## config.mk

```make
export PLATFORM = sky130hd
export DESIGN_NAME = serial_packet_rx
export DESIGN_NICKNAME = d
export VERILOG_FILES = /design/src/rtl/serial_packet_rx.sv
export SDC_FILE = /design/constraint.sdc
export NUM_CORES = 1
export LEC_CHECK = 0
export ABC_AREA = 1
export BUFFER_PORTS_ARGS = -buffer_cell sky130_fd_sc_hd__buf_2
export CAP_MARGIN = 15
export CORE_AREA = 3 3 92 138
export CTS_CLUSTER_SIZE = 12
export DETAILED_ROUTE_END_ITERATION = 7
export DIE_AREA = 0 0 95 141
export PLACE_DENSITY = 0.81
export SLEW_MARGIN = 15
export SYNTH_ARGS = -nofsm -noshare
export SYNTH_HDL_FRONTEND = slang
export SYNTH_SLANG_ARGS = --single-unit
```

## constraint.sdc

```tcl
create_clock -name clk -period 3.8 [get_ports clk]
set_input_delay 0.38 -clock clk [delete_from_list [all_inputs] [get_ports clk]]
set_output_delay 0.38 -clock clk [all_outputs]
set_load 0.1 [all_outputs]
```

## src/rtl/serial_packet_rx.sv

```systemverilog
// serial_packet_rx: receiver and decoder for the ALU serial command link.
// Deserialises 11-bit frames, assembles DATA_BYTES data bytes plus a command
// byte, checks CRC (x^4+x+1) and opcode, and presents the packet on valid/ready.
// Optional feature: define SERIAL_PACKET_RX_TIMEOUT_EN to flush partial packets
// after TIMEOUT_CYCLES idle cycles.
module serial_packet_rx #(
  parameter int unsigned DATA_BYTES     = 8,
  parameter logic [7:0]  OP_VALID_MASK  = 8'h33,
  parameter int unsigned TIMEOUT_CYCLES = 64
) (
  input  logic                    clk,
  input  logic                    rst_n,
  input  logic                    sin,
  output logic [8*DATA_BYTES-1:0] pkt_data,
  output logic [2:0]              pkt_op,
  output logic [3:0]              pkt_crc,
  output logic                    err_data,
  output logic                    err_crc,
  output logic                    err_op,
  output logic                    out_valid,
  input  logic                    out_ready,
  output logic                    overrun
);

  localparam int unsigned PKT_W = 8 * DATA_BYTES;
  localparam int unsigned CNT_W = $clog2(DATA_BYTES + 1);

  // Elaboration-time parameter range guard
  if (DATA_BYTES == 0 || DATA_BYTES > 16 || TIMEOUT_CYCLES == 0) begin : g_bad_param
    $error("serial_packet_rx: parameter out of range");
  end

  typedef enum logic [1:0] {S_IDLE, S_BITS, S_STOP} state_e;

  state_e           state_q, state_d;
  logic [3:0]       bit_cnt_q;
  logic             is_cmd_q;
  logic [7:0]       byte_q;
  logic [PKT_W-1:0] sr_q;
  logic [CNT_W-1:0] byte_cnt_q;
  logic             excess_q;
  logic             corrupt_q;
  logic [3:0]       crc_q;

  logic       frame_ok_c, frame_err_c;
  logic       data_done_c, cmd_done_c, timeout_c, close_c;
  logic [2:0] op_c;
  logic [3:0] crc_rx_c, crc_calc_c;
  logic       err_data_c, err_crc_c, err_op_c;

  // One serial CRC step, MSB first
  function automatic logic [3:0] crc_step(input logic [3:0] c, input logic d);
    logic fb;
    fb = c[3] ^ d;
    return {c[2], c[1], c[0] ^ fb, fb};
  endfunction

  // Bit FSM state register
  always_ff @(posedge clk or negedge rst_n) begin
    if (!rst_n) state_q <= S_IDLE;
    else        state_q <= state_d;
  end

  // Bit FSM next state and frame-end decode
  always_comb begin
    state_d     = state_q;
    frame_ok_c  = 1'b0;
    frame_err_c = 1'b0;
    case (state_q)
      S_IDLE: if (!sin) state_d = S_BITS;
      S_BITS: if (bit_cnt_q == 4'd8) state_d = S_STOP;
      S_STOP: begin
        state_d     = S_IDLE;
        frame_ok_c  = sin;
        frame_err_c = !sin;
      end
      default: state_d = S_IDLE;
    endcase
  end

  // Packet close decode and error classification (data > crc > op)
  always_comb begin
    data_done_c = frame_ok_c && !is_cmd_q;
    cmd_done_c  = frame_ok_c && is_cmd_q;
    close_c     = cmd_done_c || timeout_c;
    op_c        = byte_q[6:4];
    crc_rx_c    = byte_q[3:0];
    crc_calc_c  = crc_step(crc_step(crc_step(crc_step(crc_q, 1'b1), op_c[2]), op_c[1]), op_c[0]);
    err_data_c  = (byte_cnt_q != CNT_W'(DATA_BYTES)) || excess_q || corrupt_q;
    err_crc_c   = !err_data_c && (crc_rx_c != crc_calc_c);
    err_op_c    = !err_data_c && !err_crc_c && !OP_VALID_MASK[op_c];
  end

`ifdef SERIAL_PACKET_RX_TIMEOUT_EN
  localparam int unsigned TO_W = $clog2(TIMEOUT_CYCLES + 1);
  logic [TO_W-1:0] idle_cnt_q;
  logic            idle_run_c;

  assign idle_run_c = (state_q == S_IDLE) && sin && (byte_cnt_q != '0);
  assign timeout_c  = idle_run_c && (idle_cnt_q == TO_W'(TIMEOUT_CYCLES - 1));

  // Idle gap counter for partial packets; any start bit clears it
  always_ff @(posedge clk or negedge rst_n) begin
    if (!rst_n)                        idle_cnt_q <= '0;
    else if (idle_run_c && !timeout_c) idle_cnt_q <= idle_cnt_q + TO_W'(1);
    else                               idle_cnt_q <= '0;
  end
`else
  assign timeout_c = 1'b0;
`endif

  // Frame deserialiser and packet assembly state
  always_ff @(posedge clk or negedge rst_n) begin
    if (!rst_n) begin
      bit_cnt_q  <= '0;
      is_cmd_q   <= 1'b0;
      byte_q     <= '0;
      sr_q       <= '0;
      byte_cnt_q <= '0;
      excess_q   <= 1'b0;
      corrupt_q  <= 1'b0;
      crc_q      <= '0;
    end else begin
      if (state_q == S_BITS) begin
        bit_cnt_q <= bit_cnt_q + 4'd1;
        if (bit_cnt_q == 4'd0) begin
          is_cmd_q <= sin;
        end else begin
          byte_q <= {byte_q[6:0], sin};
          if (!is_cmd_q) crc_q <= crc_step(crc_q, sin);
        end
      end else begin
        bit_cnt_q <= '0;
      end
      if (data_done_c) begin
        if (byte_cnt_q == CNT_W'(DATA_BYTES)) begin
          excess_q <= 1'b1;
        end else begin
          sr_q       <= PKT_W'({sr_q, byte_q});
          byte_cnt_q <= byte_cnt_q + CNT_W'(1);
        end
      end
      if (frame_err_c) corrupt_q <= 1'b1;
      if (close_c) begin
        sr_q       <= '0;
        byte_cnt_q <= '0;
        excess_q   <= 1'b0;
        corrupt_q  <= 1'b0;
        crc_q      <= '0;
      end
    end
  end

  // Output register with valid/ready handshake and overrun detection
  always_ff @(posedge clk or negedge rst_n) begin
    if (!rst_n) begin
      pkt_data  <= '0;
      pkt_op    <= '0;
      pkt_crc   <= '0;
      err_data  <= 1'b0;
      err_crc   <= 1'b0;
      err_op    <= 1'b0;
      out_valid <= 1'b0;
      overrun   <= 1'b0;
    end else begin
      overrun <= 1'b0;
      if (close_c) begin
        if (!out_valid || out_ready) begin
          out_valid <= 1'b1;
          pkt_data  <= sr_q;
          pkt_op    <= cmd_done_c ? op_c : 3'd0;
          pkt_crc   <= cmd_done_c ? crc_rx_c : 4'd0;
          err_data  <= timeout_c || err_data_c;
          err_crc   <= cmd_done_c && err_crc_c;
          err_op    <= cmd_done_c && err_op_c;
        end else begin
          overrun <= 1'b1;
        end
      end else if (out_valid && out_ready) begin
        out_valid <= 1'b0;
      end
    end
  end

endmodule

```

==> results of run 1 <==
[cell usage in the layout (no fill, tap or decap), types with 2 or more instances in the layout]
cell type / count
xor2_1: 3
buf_2: 78
ha_1: 4
bufinv_16: 3
nand2_4: 3
inv_1: 90
buf_12: 2
clkbuf_16: 17
a21oi_1: 6
o22ai_2: 35
nand3_1: 27
inv_6: 6
nand2_1: 114
o21ai_0: 25
clkinv_2: 2
o22ai_1: 21
o21ai_1: 25
nor2_1: 11
dfrtp_1: 165
buf_4: 2
nor2_4: 3
nand4_1: 2
inv_2: 2
clkinv_4: 3
o21ai_2: 47
[worst max path at each step]
stage / to / slack (ns) / from
after floorplan: pkt_data[38] / 2.01 / out_valid
after global placement: sr_q[25] / 1.64 / byte_cnt_q[0]
after detailed placement: sr_q[21] / 1.55 / byte_cnt_q[0]
after CTS: sr_q[34] / 1.52 / byte_cnt_q[0]
after global routing: sr_q[34] / 1.31 / byte_cnt_q[0]
final: sr_q[20] / 1.51 / byte_cnt_q[0]
[final cells by class]
type	instances	area (um2)	share of cell area, %
Timing Repair Buffer	83	457	5.82
Tap cell	150	188	2.39
Sequential cell	165	4130	52.6
Clock inverter	15	193	2.45
Multi-Input combinational cell	334	2110	26.8
Inverter	93	350	4.46
Clock buffer	17	425	5.42
[critical path, delay by kind of cell, from the launching register on]
| family | cells | cell delay, ns |
|---|---|---|
| fa+ha+maj | 1 | 0.20 |
| buf+inv | 3 | 0.87 |
| simple gates | 4 | 0.57 |
| compound gates | 1 | 0.11 |
| flops | 1 | 0.38 |
[routing by layer]
layer / share of wire (%) / GRT usage [%] / wire [um]
met3: 4.7 / 5.18 / 664
met5: 0 / 0 / 0
met1: 38 / 27.0 / 5390
met2: 54 / 39.9 / 7720
met4: 3.5 / 11.1 / 496
[registers in the layout, summed over array words and instances, names as in the netlist, 2 cells and up]
register    count
bit_cnt_q       4
byte_cnt_q      4
byte_q          8
crc_q           4
pkt_crc         4
pkt_data       64
pkt_op          3
sr_q           64
state_q         2
[through the flow]
stage               setup slack [ns]  area [um2]  util (%)  hold slack [ns]
floorplan                       2.01        6940         -           0.0844
global placement                1.64        7230      62.4            0.462
detailed placement              1.55        7230      62.4            0.462
CTS                             1.52        7850      67.7            0.129
global route                    1.31        7850      67.7            0.160
finish                          1.51        7850      67.7           0.0696
[synthesized netlist by cell type, types with 2 or more instances]
cell type  count
buf_12         5
dfrtp_1      165
buf_2          8
nor2_4         3
nand4_1        2
ha_1           4
o22ai_2       35
o22ai_1       21
xor2_1         3
buf_6         18
nor2_1        11
inv_2          2
inv_1         90
nand3_1       27
nand2_4        2
o21ai_2       47
a21oi_1        6
o21ai_0       25
nand2_1      114
o21ai_1       25
[logic make-up (layout without fill, tap and decap cells)]
group                    count (synthesis)  count (layout)  share of synthesized area (%)
adder cells (fa/ha/maj)                  4               4                          0.721
AO/OA/AOI/OAI                          163             163                           18.8
XOR/XNOR                                 3               3                          0.379
buffers and inverters                  125             208                           10.2
AND/OR/NAND/NOR                        164             164                           10.3
flip-flops                             165             165                           59.5
==> impl_results.md, run 1 <==
* Fin crit period at 2.29 ns
* Share of cells above drive strength 1 at 29.7%
* GPL Wtd Cong at 0.844
* Crit path cell chain: inv_1, ha_1, nand2_1, nor2_2, nor2_4, nor2_4, inv_2, buf_12, o22ai_1
* Wire per inst at 16.7 um
* Final period util at 60.3%
* Die area at 13400 um2
* Final Hold Vio Count at 0
* Total wire length at 14300 um
* RSZ-0062 raised after global routing: false
* Layout Nets at 702
* Fillers at 849
* Avg Synthesized Cell Area at 11.1 um2
* Port bufs at 79
* Reg2reg end: sr_q[20]
* GR Overflow Total at 0
* Vias per inst at 5.43
* Reg2Reg Setup Slack at 1.51 ns
* Synth Warn # at 0
* Crit path DAT at 2.57 ns
* Core footprint at 11600 um2
* Share of the synthesized area in the top cell type at 59.5%
* # diodes at 0
* Initial Util at 59.9%
* FFs w/ async S/R, synth at 100%
* TritonCTS sink count at 165
* CTS buffer count at 17
* Post-synth EDFFs at 0
* Vias post-DR at 4656
* Worst slew margin at 34.6%
* Endpoints failing setup at 0
* Cell Count Post-Placement at 825
* Initial antenna violation count at 0
* Crit end category: flip-flop
* ANT nets after route at 0
* Max_cap viols at 0
* Outcome: finished, final reports clean
* Worst Reg-to-Reg Cells at 9
* Max incr delay on CP at 0.47 ns
* Standard-cell rows at 48
* Worst Hold Class: input port to async pin
* Global Route Usage Sum at 23.2%
* Worst-margin pin slew at 0.982 ns
* Clk buf depth at 2
* Iter 0 DRT Violations at 361
* Critical Path Source Type: flip-flop
* CP Class: flip-flop to flip-flop
* Fmax at 436 MHz
* Sequential share of the synthesized area at 59.5%
* #FFs+latches synth at 165
* Cell area after synthesis at 6940 um2
* Yosys cell types at 31
* Dpl hpwl at 9330 um
* # Post-CTS Setup Buffers at 0
* Vias in the first global route at 4702
* Crit-path max FO at 39
* Die Y at 141 um
* Clock Pin Slew Worst Setup and Hold Paths at 0.06 ns
* Largest net degree at the start of global routing at 110
* Area Overhead vs Synth at 13.1%
* Fin cells at 857
* DRT Pass-1 Iters at 6
* Critical Path RT at 4.07 ns
* Clock Latency Late Sink at 0.43 ns
* CTS tree: done
* Die width at 95 um
* Cell taking the most area after synthesis: dfrtp_1
* Post-Route Setup TNS at 0 ns
* Post-Syn Nets at 632
* Count of pins over their slew limit at 0
* Synth Instances at 624
* Synth area leaders: dfrtp_1 (60%), o22ai_2 (6.3%), nand2_1 (6.2%)
* Top_reg_cell synth: dfrtp_1
* Cts hold-fix bufs at 0
* First-pass GRT wire length at 23600 um
* Worst Clk Skew at 0.00899 ns
* RR Startpoint: byte_cnt_q[0]
* Clk root buf: clkbuf_16
* Top cell by count, worst path: nor2_4
* DR DRC count at 0
* Post-CTS Resized at 0
* Io pins at 80
* CP max stage cell: inv_2
* CTS H-tree lvls at 4
Power of run 1 is not shown: default switching activity piles up to over one toggle a cycle in this logic, so the estimate is an artifact.
==> run 2: changes to the inputs <==
Settings changed: CORE_AREA 3 3 92 138 to 3 3 99 148, DIE_AREA 0 0 95 141 to 0 0 102 151, PLACE_DENSITY 0.81 to 0.74.
Clock period 3.8 ns to 2.1 ns, I/O delays scaled along.
==> impl_results.md, run 2 (synthesis gave the netlist of run 1 again) <==
* Outcome: finished, final reports clean
* Commonest non-fill, non-tap cells in the layout: dfrtp_1 (165), nand2_1 (114), inv_1 (90)
* CP Buf/Inv Count at 3
* # Post-CTS Setup Buffers at 0
* Worst Reg-to-Reg Cells at 9
* Worst Clk Skew at 0.00872 ns
* TritonCTS sink count at 165
* Worst slew margin at 64.7%
* RSZ-0062 raised after global routing: false
* Min-Delay Endpoint: state_q[0]
* Core footprint at 13500 um2
* DRT Pass-1 Iters at 5
* First-pass GRT wire length at 23300 um
* Multi-input gate area at 2120 um2
* Vias in the first global route at 4706
* Final Hold Vio Count at 0
* Crit-path max FO at 28
* Post-Route Setup TNS at 0 ns
* Delay-heaviest family, CP: buffers and inverters
* Layout Nets at 711
* Port bufs at 79
* Design area at 8000 um2
* CTS H-tree lvls at 4
* Critical Path Source Type: flip-flop
* Critical Path RT at 2.37 ns
* GPL Wtd Cong at 0.829
* Die width at 102 um
* Max incr delay on CP at 0.37 ns
* Crit end category: flip-flop
* CP Class: flip-flop to flip-flop
* CTS buffer count at 17
* ANT nets after route at 0
* Commonest non-fill, non-tap cell in the layout: dfrtp_1
* Vias post-DR at 4632
* Standard-cell rows at 52
* GR Overflow Total at 0
* Fmax at 568 MHz
* Worst-margin pin slew at 0.529 ns
* Post-DP Area at 7360 um2
* Iter 0 DRT Violations at 285
* Die Y at 151 um
* Clock Pin Slew Worst Setup and Hold Paths at 0.06 ns
* Clk root buf: clkbuf_16
* Reg area at 4130 um2
* Crit path DAT at 2.04 ns
* Wire per inst at 16.0 um
* CP max stage cell: dfrtp_1
* # diodes at 0
* CTS tree: done
* Top cell by count, worst path: nor2_4
* Clock Latency Late Sink at 0.42 ns
* Max_cap viols at 0
* Fin crit period at 1.76 ns
* Clk buf depth at 2
* Vias per inst at 5.28
* Crit path cell chain: inv_1, ha_1, nand2_1, nor2_2, nor2_4, nor2_4, inv_2, buf_4, o22ai_1
* Initial antenna violation count at 0
* Die area at 15400 um2
* Share of cells above drive strength 1 at 30.3%
* Global Route Usage Sum at 19.3%
* Initial Util at 51.3%
* DR DRC count at 0
* Dpl hpwl at 9450 um
* Worst Hold Class: input port to flip-flop
* Reg2Reg Setup Slack at 0.34 ns
* Largest net degree at the start of global routing at 67
* Endpoints failing setup at 0
* Final period util at 83.9%
* Io pins at 80
* Fillers at 1133
* Hold_sp: sin
* Area Overhead vs Synth at 15.3%
* Total wire length at 14000 um
* Reg2reg end: sr_q[24]
* Count of pins over their slew limit at 0
* RR Startpoint: byte_cnt_q[0]
* Hold depth at 2
* Largest regs: pkt_data: 64 flops, sr_q: 64 flops, byte_q: 8 flops
run 2: cell types whose count changed in the layout (fill, tap and decap cells not counted), moves of 2 or more:
cell / before / now
buf_12: 2 / 6
buf_4: 2 / 6
inv_6: 6 / 3
clkbuf_8: 0 / 2
clkinvlp_4: 1 / 3
run 2: layout make-up:
cell class,instances,share of cell area [%]
Inverter,93,4.38
Clock inverter,12,2.10
Multi-Input combinational cell,334,26.5
Clock buffer,20,5.71
Timing Repair Buffer,92,7.21
Tap cell,162,2.53
Sequential cell,165,51.6
run 2: timing repair:
item                                    CTS  global route
endpoints found under the hold margin    34             0
endpoints found under the setup margin    0             0
resized for setup                         0             0
hold buffers                              1             0
run 2: layer usage:
| metal | wire [um] | track usage (%) |
|---|---|---|
| met5 | 0 | 0 |
| met1 | 5470 | 22.6 |
| met4 | 304 | 6.57 |
| met2 | 7790 | 34.9 |
| met3 | 459 | 3.64 |
run 2: per-stage QoR:
step	utilization [%]	hold slack (ns)	setup slack, ns	cells
after detailed placement	54.4	0.138	0.387	845
after global placement	54.4	0.136	0.465	845
after floorplan	-	-0.0856	0.305	624
final	59.1	0.163	0.339	878
after CTS	59.1	0.145	0.359	878
after global routing	59.1	0.147	0.259	878
run 2: worst max path at each step:
stage	startpoint	to	slack [ns]	cells past startpoint
finish	byte_cnt_q[0]	sr_q[24]	0.34	9
global route	byte_cnt_q[0]	sr_q[21]	0.26	9
CTS	byte_cnt_q[0]	sr_q[21]	0.36	9
detailed placement	byte_cnt_q[0]	sr_q[26]	0.39	9
global placement	byte_cnt_q[0]	byte_cnt_q[1]	0.47	9
floorplan	out_valid	pkt_data[38]	0.31	6
run 2: worst reg2reg max path: stages, from the launching register on:
cell and delay [ns]:
dfrtp_1 0.37, inv_1 0.09, ha_1 0.21, nand2_1 0.07
nor2_2 0.06, nor2_4 0.18, nor2_4 0.06, inv_2 0.08
buf_4 0.33, o22ai_1 0.17
Power of run 2 is left out for the same reason.
==> run 3: changes to the inputs <==
Settings changed: CORE_AREA 3 3 99 148 to 3 3 94 140, DIE_AREA 0 0 102 151 to 0 0 97 143, PLACE_DENSITY 0.74 to 0.78.
Clock period 2.1 ns to 1.7 ns, I/O delays scaled along.
==> impl_results.md, run 3 (synthesis gave the netlist of run 1 again) <==
* Final Hold Vio Count at 0
* CTS H-tree lvls at 4
* Min-Delay Endpoint: state_q[0]
* Reg2reg end: byte_cnt_q[2]
* Met3 Routed Length at 512 um
* Vias per inst at 5.37
* Crit-path max FO at 13
* Max_cap viols at 0
* Die width at 97 um
* Reg2Reg Setup Slack at 0.05 ns
* TritonCTS sink count at 165
* Endpoints failing setup at 0
* Worst slew margin at 65.6%
* Largest net degree at the start of global routing at 58
* DRT Pass-1 Iters at 4
* Total wire length at 15000 um
* Clk buf depth at 2
* Global Route Usage Sum at 21.8%
* CTS buffer count at 17
* GR Overflow Total at 0
* Hold_sp: sin
* Commonest non-fill, non-tap cells in the layout: dfrtp_1 (164), nand2_1 (114), inv_1 (89)
* Iter 0 DRT Violations at 253
* Outcome: finished, final reports clean
* CTS tree: done
* Cell Count Post-Placement at 838
* Critical Path RT at 2.00 ns
* Crit path DAT at 1.95 ns
* RSZ-0062 raised after global routing: true
* Die area at 13900 um2
* Io pins at 80
* Share of cells above drive strength 1 at 31.7%
* # diodes at 0
* Count of pins over their slew limit at 0
* Clock Latency Late Sink at 0.42 ns
* Clock Pin Slew Worst Setup and Hold Paths at 0.07 ns
* Port bufs at 79
* Wire per inst at 17.0 um
* Initial Util at 57.5%
* Dpl hpwl at 9380 um
* Fillers at 856
* Worst Reg-to-Reg Cells at 9
* Max incr delay on CP at 0.38 ns
* Top layer used by detailed routing: met4
* Commonest non-fill, non-tap cell in the layout: dfrtp_1
* Standard-cell rows at 49
* First-pass GRT wire length at 24100 um
* ANT nets after route at 0
* Worst Clk Skew at 0.0101 ns
* Fin crit period at 1.65 ns
* Crit path cell chain: inv_1, ha_1, nand2_1, nor2_4, nor2_4, buf_6, nand2_1, o21ai_0, a21oi_1
* Area Overhead vs Synth at 17.1%
* Vias post-DR at 4713
* RR Startpoint: byte_cnt_q[1]
* Largest regs: pkt_data: 64 flops, sr_q: 64 flops, byte_q: 8 flops
* Clk root buf: clkbuf_16
* Initial antenna violation count at 0
* Layout Nets at 720
* Core footprint at 12100 um2
* Die Y at 143 um
* Final Util at 67.3%
* Fmax at 605 MHz
* Critical Path Source Type: flip-flop
* WL met2 at 8100 um
* Worst-margin pin slew at 0.516 ns
* Final period util at 97.2%
* Fin cells at 878
* CP Class: flip-flop to flip-flop
* Met1 wire length at 5880 um
* GPL Wtd Cong at 0.805
* Crit end category: flip-flop
* Worst Hold Class: input port to flip-flop
* Hold depth at 2
* Vias in the first global route at 4805
* CP max stage cell: dfrtp_1
* DR DRC count at 0
==> run 3: worst max path at each step <==
| stage | start | endpoint | depth (start not counted) |
|---|---|---|---|
| 2_1_floorplan | byte_cnt_q[0] | sr_q[24] | 10 |
| 3_3_place_gp | state_q[0] | crc_q[1] | 6 |
| 3_5_place_dp | byte_cnt_q[0] | sr_q[36] | 9 |
| 4_1_cts | byte_cnt_q[0] | sr_q[33] | 9 |
| 5_1_grt | byte_cnt_q[1] | byte_cnt_q[2] | 9 |
| 6_report | byte_cnt_q[1] | byte_cnt_q[2] | 9 |
==> run 3: layout make-up <==
type	instances	area (um2)	share of cell area (%)
Clock buffer	18	439	5.40
Clock inverter	14	150	1.85
Inverter	93	353	4.34
Multi-Input combinational cell	335	2140	26.3
Sequential cell	165	4130	50.8
Tap cell	153	191	2.36
Timing Repair Buffer	100	726	8.93
==> run 3: per-layer routing <==
layer	vias to the layer above	GRT usage (%)
li1	2220	-
met1	2347	25.2
met2	107	39.6
met3	39	3.86
met4	0	10.1
met5	-	0
==> run 3: worst max-delay path, delay by kind of cell (launching register included) <==
family / cells / cell delay, ns
and+or+nand+nor: 4 / 0.43
AOI/OAI and AO/OA: 2 / 0.28
DFF: 1 / 0.38
buffers and inverters: 2 / 0.26
adders and majority gates: 1 / 0.18
==> run 3: through the flow <==
step | hold slack, ns | TNS (ns) | instance area [um2] | setup WS, ns
floorplan | -0.126 | 0 | 6940 | 0.194
global placement | 0.0821 | 0 | 7410 | 0.141
detailed placement | 0.0830 | 0 | 7410 | 0.0479
CTS | 0.101 | 0 | 8010 | 0.00358
global route | 0.124 | -0.230 | 8130 | -0.0496
finish | 0.119 | 0 | 8130 | 0.0473
==> run 3: repair_timing <==
item                                    CTS  global route
hold endpoints to repair                 32             0
hold buffers                              1             0
cloned                                    0             3
endpoints found under the setup margin    6            87
resized for setup                         1            12
pin swaps                                 1             1
setup buffers                             0             4
Power of run 3 is left out for the same reason.
